### config.mk
export PLATFORM = sky130hd
export DESIGN_NAME = decode_stage_flat
export DESIGN_NICKNAME = d
export VERILOG_FILES = /design/src/rtl/decode_stage_if.sv /design/src/rtl/decode_stage.sv /design/src/flat_wrapper.sv
export SDC_FILE = /design/constraint.sdc
export NUM_CORES = 1
export LEC_CHECK = 0
export ABC_AREA = 0
export CAP_MARGIN = 20
export CORE_MARGIN = 1.5
export CORE_UTILIZATION = 31
export CTS_CLUSTER_DIAMETER = 150
export DETAILED_ROUTE_END_ITERATION = 16
export GPL_ROUTABILITY_DRIVEN = 0
export GPL_TIMING_DRIVEN = 0
export PLACE_DENSITY = 0.68
export RECOVER_POWER = 50
export SYNTH_ARGS = -nofsm -noshare
export SYNTH_HDL_FRONTEND = slang
export SYNTH_SLANG_ARGS = --single-unit
### constraint.sdc
create_clock -name clk -period 4.33 [get_ports clk]
set_input_delay 1.0825 -clock clk [delete_from_list [all_inputs] [get_ports clk]]
set_output_delay 1.0825 -clock clk [all_outputs]
set_load 0.01 [all_outputs]
### src/rtl/decode_stage_if.sv
// rtl/decode_stage_if.sv - fetch-side and issue-side handshake bundle for decode_stage
interface decode_stage_if #(
  parameter int XLEN    = 32,
  parameter int IADDR_W = 20
);
  logic               in_valid;
  logic [31:0]        instruction;
  logic [XLEN-1:0]    pc;
  logic               in_ready;
  logic               out_valid;
  logic               out_ready;
  logic [6:0]         opcode;
  logic [4:0]         rd;
  logic [2:0]         f3;
  logic [4:0]         rs1;
  logic [4:0]         rs2;
  logic               f7;
  logic [XLEN-1:0]    imm;
  logic [2:0]         itype;
  logic [IADDR_W-1:0] address;
  logic               illegal;

  modport master (
    output in_valid, instruction, pc, out_ready,
    input  in_ready, out_valid, opcode, rd, f3, rs1, rs2, f7, imm, itype, address, illegal
  );

  modport slave (
    input  in_valid, instruction, pc, out_ready,
    output in_ready, out_valid, opcode, rd, f3, rs1, rs2, f7, imm, itype, address, illegal
  );
endinterface

### src/rtl/decode_stage.sv
// rtl/decode_stage.sv - single-entry RV32I decode register stage with valid/ready flow
// Defining DECODE_ILLEGAL_CHECK_EN adds a registered illegal-instruction flag.
module decode_stage #(
  parameter int XLEN    = 32,
  parameter int IADDR_W = 20,
  parameter int DADDR_W = 8
) (
  input  logic               clk,
  input  logic               reset,
  input  logic               flush,
  input  logic [XLEN-1:0]    alu_o,
  output logic [DADDR_W-1:0] addr,
  decode_stage_if.slave      bus
);
  localparam logic [2:0] IT_R = 3'd0, IT_I = 3'd1, IT_S = 3'd2, IT_B = 3'd3,
                         IT_U = 3'd4, IT_J = 3'd5, IT_X = 3'd7;

  logic [31:0]        w_ins;
  logic               w_in_ready;
  logic               w_accept;
  logic [2:0]         w_itype;
  logic [XLEN-1:0]    w_imm;
  logic               w_unused_bits;

  logic               r_out_valid;
  logic [6:0]         r_opcode;
  logic [4:0]         r_rd;
  logic [2:0]         r_f3;
  logic [4:0]         r_rs1;
  logic [4:0]         r_rs2;
  logic               r_f7;
  logic [XLEN-1:0]    r_imm;
  logic [2:0]         r_itype;
  logic [IADDR_W-1:0] r_address;

  assign w_ins      = bus.instruction;
  assign w_in_ready = !r_out_valid || bus.out_ready;
  assign w_accept   = bus.in_valid && w_in_ready;

  // Address path is a pure slice of the ALU result, independent of the pipeline register.
  assign addr = alu_o[DADDR_W+1:2];

  assign w_unused_bits = ^{bus.pc[1:0], bus.pc[XLEN-1:IADDR_W+2], alu_o[1:0], alu_o[XLEN-1:DADDR_W+2]};

  always_comb begin
    w_itype = IT_X;
    case (w_ins[6:0])
      7'h33:                             w_itype = IT_R;
      7'h13, 7'h03, 7'h67, 7'h0F, 7'h73: w_itype = IT_I;
      7'h23:                             w_itype = IT_S;
      7'h63:                             w_itype = IT_B;
      7'h37, 7'h17:                      w_itype = IT_U;
      7'h6F:                             w_itype = IT_J;
      default:                           w_itype = IT_X;
    endcase
  end

  // Signed casts do the sign extension from instr[31] up to XLEN.
  always_comb begin
    w_imm = '0;
    case (w_itype)
      IT_I:    w_imm = XLEN'($signed(w_ins[31:20]));
      IT_S:    w_imm = XLEN'($signed({w_ins[31:25], w_ins[11:7]}));
      IT_B:    w_imm = XLEN'($signed({w_ins[31], w_ins[7], w_ins[30:25], w_ins[11:8], 1'b0}));
      IT_U:    w_imm = XLEN'($signed({w_ins[31:12], 12'b0}));
      IT_J:    w_imm = XLEN'($signed({w_ins[31], w_ins[19:12], w_ins[20], w_ins[30:21], 1'b0}));
      default: w_imm = '0;
    endcase
  end

`ifdef DECODE_ILLEGAL_CHECK_EN
  logic       w_illegal;
  logic       r_illegal;
  logic [2:0] w_f3;
  logic [6:0] w_f7;

  assign w_f3 = w_ins[14:12];
  assign w_f7 = w_ins[31:25];

  always_comb begin
    w_illegal = 1'b0;
    case (w_ins[6:0])
      7'h37, 7'h17, 7'h6F: w_illegal = 1'b0;
      7'h67: w_illegal = (w_f3 != 3'd0);
      7'h63: w_illegal = (w_f3 == 3'd2) || (w_f3 == 3'd3);
      7'h03: w_illegal = (w_f3 == 3'd3) || (w_f3 == 3'd6) || (w_f3 == 3'd7);
      7'h23: w_illegal = (w_f3 > 3'd2);
      7'h13: w_illegal = ((w_f3 == 3'd1) && (w_f7 != 7'h00)) ||
                         ((w_f3 == 3'd5) && (w_f7 != 7'h00) && (w_f7 != 7'h20));
      7'h33: w_illegal = !((w_f7 == 7'h00) ||
                           ((w_f7 == 7'h20) && ((w_f3 == 3'd0) || (w_f3 == 3'd5))));
      7'h0F: w_illegal = (w_f3 > 3'd1);
      7'h73: w_illegal = (w_f3 == 3'd4);
      default: w_illegal = 1'b1;
    endcase
  end

  assign bus.illegal = r_illegal;
`else
  assign bus.illegal = 1'b0;
`endif

  // Flush wins over a same-cycle accept; the offered word is simply dropped.
  always_ff @(posedge clk) begin
    if (reset) begin
      r_out_valid <= 1'b0;
      r_opcode    <= '0;
      r_rd        <= '0;
      r_f3        <= '0;
      r_rs1       <= '0;
      r_rs2       <= '0;
      r_f7        <= 1'b0;
      r_imm       <= '0;
      r_itype     <= IT_X;
      r_address   <= '0;
`ifdef DECODE_ILLEGAL_CHECK_EN
      r_illegal   <= 1'b0;
`endif
    end else if (flush) begin
      r_out_valid <= 1'b0;
    end else if (w_accept) begin
      r_out_valid <= 1'b1;
      r_opcode    <= w_ins[6:0];
      r_rd        <= w_ins[11:7];
      r_f3        <= w_ins[14:12];
      r_rs1       <= w_ins[19:15];
      r_rs2       <= w_ins[24:20];
      r_f7        <= w_ins[30];
      r_imm       <= w_imm;
      r_itype     <= w_itype;
      r_address   <= bus.pc[IADDR_W+1:2];
`ifdef DECODE_ILLEGAL_CHECK_EN
      r_illegal   <= w_illegal;
`endif
    end else if (bus.out_ready) begin
      r_out_valid <= 1'b0;
    end
  end

  assign bus.in_ready  = w_in_ready;
  assign bus.out_valid = r_out_valid;
  assign bus.opcode    = r_opcode;
  assign bus.rd        = r_rd;
  assign bus.f3        = r_f3;
  assign bus.rs1       = r_rs1;
  assign bus.rs2       = r_rs2;
  assign bus.f7        = r_f7;
  assign bus.imm       = r_imm;
  assign bus.itype     = r_itype;
  assign bus.address   = r_address;
endmodule

### src/flat_wrapper.sv
// flat-port wrapper written by rule: the top's interface ports become plain ports
module decode_stage_flat 
#(
  parameter int XLEN    = 32,
  parameter int IADDR_W = 20,
  parameter int DADDR_W = 8
)
  (clk, reset, flush, alu_o, addr, bus_in_valid, bus_instruction, bus_pc, bus_out_ready, bus_in_ready, bus_out_valid, bus_opcode, bus_rd, bus_f3, bus_rs1, bus_rs2, bus_f7, bus_imm, bus_itype, bus_address, bus_illegal);
  decode_stage_if #(.XLEN(XLEN), .IADDR_W(IADDR_W)) bus_i ();
  input  logic clk;
  input  logic reset;
  input  logic flush;
  input  logic [XLEN-1:0] alu_o;
  output logic [DADDR_W-1:0] addr;
  input wire logic [$bits(bus_i.in_valid)-1:0] bus_in_valid;
  input wire logic [$bits(bus_i.instruction)-1:0] bus_instruction;
  input wire logic [$bits(bus_i.pc)-1:0] bus_pc;
  input wire logic [$bits(bus_i.out_ready)-1:0] bus_out_ready;
  output wire logic [$bits(bus_i.in_ready)-1:0] bus_in_ready;
  output wire logic [$bits(bus_i.out_valid)-1:0] bus_out_valid;
  output wire logic [$bits(bus_i.opcode)-1:0] bus_opcode;
  output wire logic [$bits(bus_i.rd)-1:0] bus_rd;
  output wire logic [$bits(bus_i.f3)-1:0] bus_f3;
  output wire logic [$bits(bus_i.rs1)-1:0] bus_rs1;
  output wire logic [$bits(bus_i.rs2)-1:0] bus_rs2;
  output wire logic [$bits(bus_i.f7)-1:0] bus_f7;
  output wire logic [$bits(bus_i.imm)-1:0] bus_imm;
  output wire logic [$bits(bus_i.itype)-1:0] bus_itype;
  output wire logic [$bits(bus_i.address)-1:0] bus_address;
  output wire logic [$bits(bus_i.illegal)-1:0] bus_illegal;
  assign bus_i.in_valid = bus_in_valid;
  assign bus_i.instruction = bus_instruction;
  assign bus_i.pc = bus_pc;
  assign bus_i.out_ready = bus_out_ready;
  assign bus_in_ready = bus_i.in_ready;
  assign bus_out_valid = bus_i.out_valid;
  assign bus_opcode = bus_i.opcode;
  assign bus_rd = bus_i.rd;
  assign bus_f3 = bus_i.f3;
  assign bus_rs1 = bus_i.rs1;
  assign bus_rs2 = bus_i.rs2;
  assign bus_f7 = bus_i.f7;
  assign bus_imm = bus_i.imm;
  assign bus_itype = bus_i.itype;
  assign bus_address = bus_i.address;
  assign bus_illegal = bus_i.illegal;
  decode_stage #(.XLEN(XLEN), .IADDR_W(IADDR_W), .DADDR_W(DADDR_W)) u_core (.clk(clk), .reset(reset), .flush(flush), .alu_o(alu_o), .addr(addr), .bus(bus_i));
endmodule
==> metrics.log <==
INFO  metric worst-setup-path-type = input pin to primary output
INFO  metric num_antenna_cells = 0
INFO  metric cts_root_buffer = sky130_fd_sc_hd__clkbuf_8
INFO  metric timing.critical_path.from_type = input pin
INFO  metric grt_remaining_overflow = 0
INFO  metric drv.max_cap_violation_count = 0
INFO  metric finalWirelength = 10890 µm
INFO  metric synth_largest_area_cell = sky130_fd_sc_hd__dfxtp_1
INFO  metric fin_tns_setup = 0 ns
INFO  metric critPathMaxFanout = 3
INFO  metric synth-seq-area-share = 0.4881
INFO  metric worstPathArrival = 2.39 ns
INFO  metric cts_tree = yes
INFO  metric postCtsResizedCells = 0
INFO  metric worst_hold_startpoint = u_core.bus.rs2[4]
INFO  metric route.detailed.wl_per_inst = 15.30 µm
INFO  metric final_antenna_net_count = 0
INFO  metric drive_gt1_frac = 0.05729
INFO  metric chip_height = 107.2 µm
INFO  metric r2r_setup_slack = 2.29 ns
INFO  metric max-vdd-ir-drop = 0.1412 mV
INFO  metric tritonroute_pass_1_iters = 4
INFO  metric htree_levels = 3
INFO  metric grt_start_max_net_pins = 13
INFO  metric postSynth.asyncResetShare = 0
INFO  metric end_kind = primary output
INFO  metric max_clock_freq = 0.2878 GHz
INFO  metric yosysMostFrequentCell = sky130_fd_sc_hd__nand2_1
INFO  metric synth_area_leaders = sky130_fd_sc_hd__dfxtp_1 49%, sky130_fd_sc_hd__nand2_1 14%, sky130_fd_sc_hd__a21oi_1 8.9%, sky130_fd_sc_hd__clkbuf_1 2.7%, sky130_fd_sc_hd__a211o_1 2.3%
INFO  metric floorplan.rows = 37
INFO  metric clk_transition_reported_paths = 0.07 ns
INFO  metric final.setup_skew = 0.005830 ns
INFO  metric ys_warn_count = 0
INFO  metric design.core.area = 10420 µm²
INFO  metric grt_antenna_before_repair = 0
INFO  metric p_leak = 2.102 nW
INFO  metric most_common_library_cells_after_synthesis = 122 x sky130_fd_sc_hd__nand2_1, 82 x sky130_fd_sc_hd__dfxtp_1, 60 x sky130_fd_sc_hd__a21oi_1
INFO  metric tritoncts.num_buffers = 9
INFO  metric postSynthNetCount = 517
INFO  metric rr_worst_depth = 7
INFO  metric post-dp-hpwl = 8305 µm
INFO  metric ctsLongestPathBuffers = 2
INFO  metric die_area = 11480 µm²
INFO  metric finalHoldViolations = 0
INFO  metric setup_viol_count_final = 0
INFO  metric area_fraction_of_the_dominant_cell_type_after_synthesis = 0.4881
INFO  metric chipWidth = 107.2 µm
INFO  metric run_status = complete, no violations
INFO  metric cts_setup_buffers = 0
INFO  metric post-route-drc-count = 0
INFO  metric worstReg2RegEnd = u_core.bus.imm[2]
INFO  metric ys_seq_elements = 82
INFO  metric layout_worst_path_cycle_share = 0.8025
INFO  metric netlist_area_pre_place = 3363 µm²
INFO  metric syn_inst = 416
INFO  metric vias_after_detailed_routing = 3528
INFO  metric power_dens_cells = 317.1 nW/µm²
INFO  metric worst_slew_margin = 0.3268
INFO  metric rsz0062_at_grt = false
INFO  metric finish.net_count = 674
INFO  metric detailed_place.area = 4995 µm²
INFO  metric timing.hold.worst_endpoint = u_core.bus.rs2[4]
INFO  metric detailedRoute.firstIterationViolations = 199
INFO  metric avgSynthCellArea = 8.085 µm²
INFO  metric min_period = 3.475 ns
INFO  metric hold_path.class = flip-flop to flip-flop
INFO  metric synth_edf_count = 0
INFO  metric area_delta_synth_final = 55.10%
INFO  metric synth_top_flop_cell = sky130_fd_sc_hd__dfxtp_1
INFO  metric cts.sink_count = 82
INFO  metric final_max_slew_viol_count = 0
INFO  metric final_area = 5216 µm²
INFO  metric start_util = 0.3229
INFO  metric avgViaCountPerCell = 4.955
INFO  metric cp_data_required_time = 3.25 ns
INFO  metric tightest_slew = 1.010 ns
INFO  metric synth_cell_types = 50
INFO  metric grt_pass1_vias = 3284
INFO  metric hold-path-cell-count = 2
INFO  metric cts.hold.buffers_added = 0
INFO  metric pin_count = 193
INFO  metric clk_latency = 0.35 ns
INFO  metric crit-reg2reg-launch = u_core.bus.out_valid
INFO  metric global_route_wire_length_before_repair = 16590 µm
INFO  metric grtUsageTotal = 0.1865
INFO  metric buffer_ports.inserted = 146
worst max-delay path by stage:
stage	from	to	slack, ns	cells past startpoint
6_report	bus_out_ready	bus_in_ready	0.86	4
5_1_grt	bus_out_ready	bus_in_ready	0.77	4
4_1_cts	bus_out_ready	bus_in_ready	1.0	4
3_5_place_dp	bus_instruction[2]	u_core.bus.imm[11]	0.88	7
3_3_place_gp	bus_instruction[2]	u_core.bus.imm[11]	0.89	7
2_1_floorplan	bus_instruction[4]	u_core.bus.imm[12]	1.84	6
logic make-up after synthesis:
| family | count (synthesis) | synth area share |
|---|---|---|
| other | 1 | 0.001115 |
| multiplexers | 2 | 0.006324 |
| AND/OR/NAND/NOR | 165 | 0.2106 |
| flip-flops | 82 | 0.4881 |
| XOR/XNOR | 1 | 0.002605 |
| buffers and inverters | 45 | 0.06399 |
| AO/OA/AOI/OAI | 120 | 0.2273 |
power by group:
part	leakage [nW]	internal [mW]	switching, mW
sequential	0.666	0.776	0.0105
clock	0.109	0.378	0.259
combinational	1.33	0.116	0.116
cell type report:
class / count / area, µm²
Clock buffer: 11 / 131.4
Multi-Input combinational cell: 289 / 1506
Sequential cell: 82 / 1642
Fill cell: 1000 / 5200
Inverter: 5 / 18.77
Buffer: 40 / 196.4
Clock inverter: 3 / 90.09
Timing Repair Buffer: 146 / 1461
Tap cell: 136 / 170.2
critical path: stages:
cell and delay [ns]:
sky130_fd_sc_hd__dlygate4sd3_1 0.53, sky130_fd_sc_hd__nor2b_1 0.19, sky130_fd_sc_hd__inv_1 0.10, sky130_fd_sc_hd__clkdlybuf4s50_1 0.49
cells in the final DEF (no fill, tap or decap), types with 9 or more instances in the layout:
| cell type | synthesis | routed |
|---|---|---|
| sky130_fd_sc_hd__a21oi_1 | 60 | 60 |
| sky130_fd_sc_hd__clkdlybuf4s50_1 | 0 | 63 |
| sky130_fd_sc_hd__nand2_1 | 122 | 122 |
| sky130_fd_sc_hd__nor2_1 | 19 | 19 |
| sky130_fd_sc_hd__a22oi_1 | 9 | 9 |
| sky130_fd_sc_hd__dlygate4sd3_1 | 0 | 83 |
| sky130_fd_sc_hd__buf_4 | 9 | 9 |
| sky130_fd_sc_hd__clkbuf_1 | 24 | 27 |
| sky130_fd_sc_hd__o21ai_0 | 15 | 15 |
| sky130_fd_sc_hd__a211o_1 | 9 | 9 |
| sky130_fd_sc_hd__dfxtp_1 | 82 | 82 |
| sky130_fd_sc_hd__clkbuf_8 | 0 | 9 |
metal layers:
| metal | GRT usage | wire (µm) | up-vias |
|---|---|---|---|
| met2 | 0.3130 | 5220 | 132 |
| met3 | 0.04742 | 823 | 17 |
| li1 | - | - | 1726 |
| met1 | 0.2273 | 4659 | 1653 |
| met5 | 0 | 0 | - |
| met4 | 0.07333 | 188 | 0 |
sequential cells by signal, summed over array words and instances, names as in the netlist:
signal,count
u_core.bus.f7,1
u_core.bus.f3,3
u_core.bus.rd,5
u_core.bus.itype,3
u_core.bus.rs1,5
u_core.bus.address,20
u_core.bus.out_valid,1
u_core.bus.rs2,5
u_core.bus.opcode,7
u_core.bus.imm,32
stage by stage:
stage	cells	total power, mW	setup WS (ns)	util	hold slack [ns]
global placement	698	1.039	0.8921	0.4795	0.4370
finish	712	1.654	0.8553	0.5008	0.4543
global route	712	1.723	0.7670	0.5008	0.4694
detailed placement	698	1.044	0.8765	0.4795	0.4440
CTS	712	1.680	0.9956	0.5008	0.4580
floorplan	416	0.9049	1.838	-	0.4762
Power figures use the tool's default switching activity.
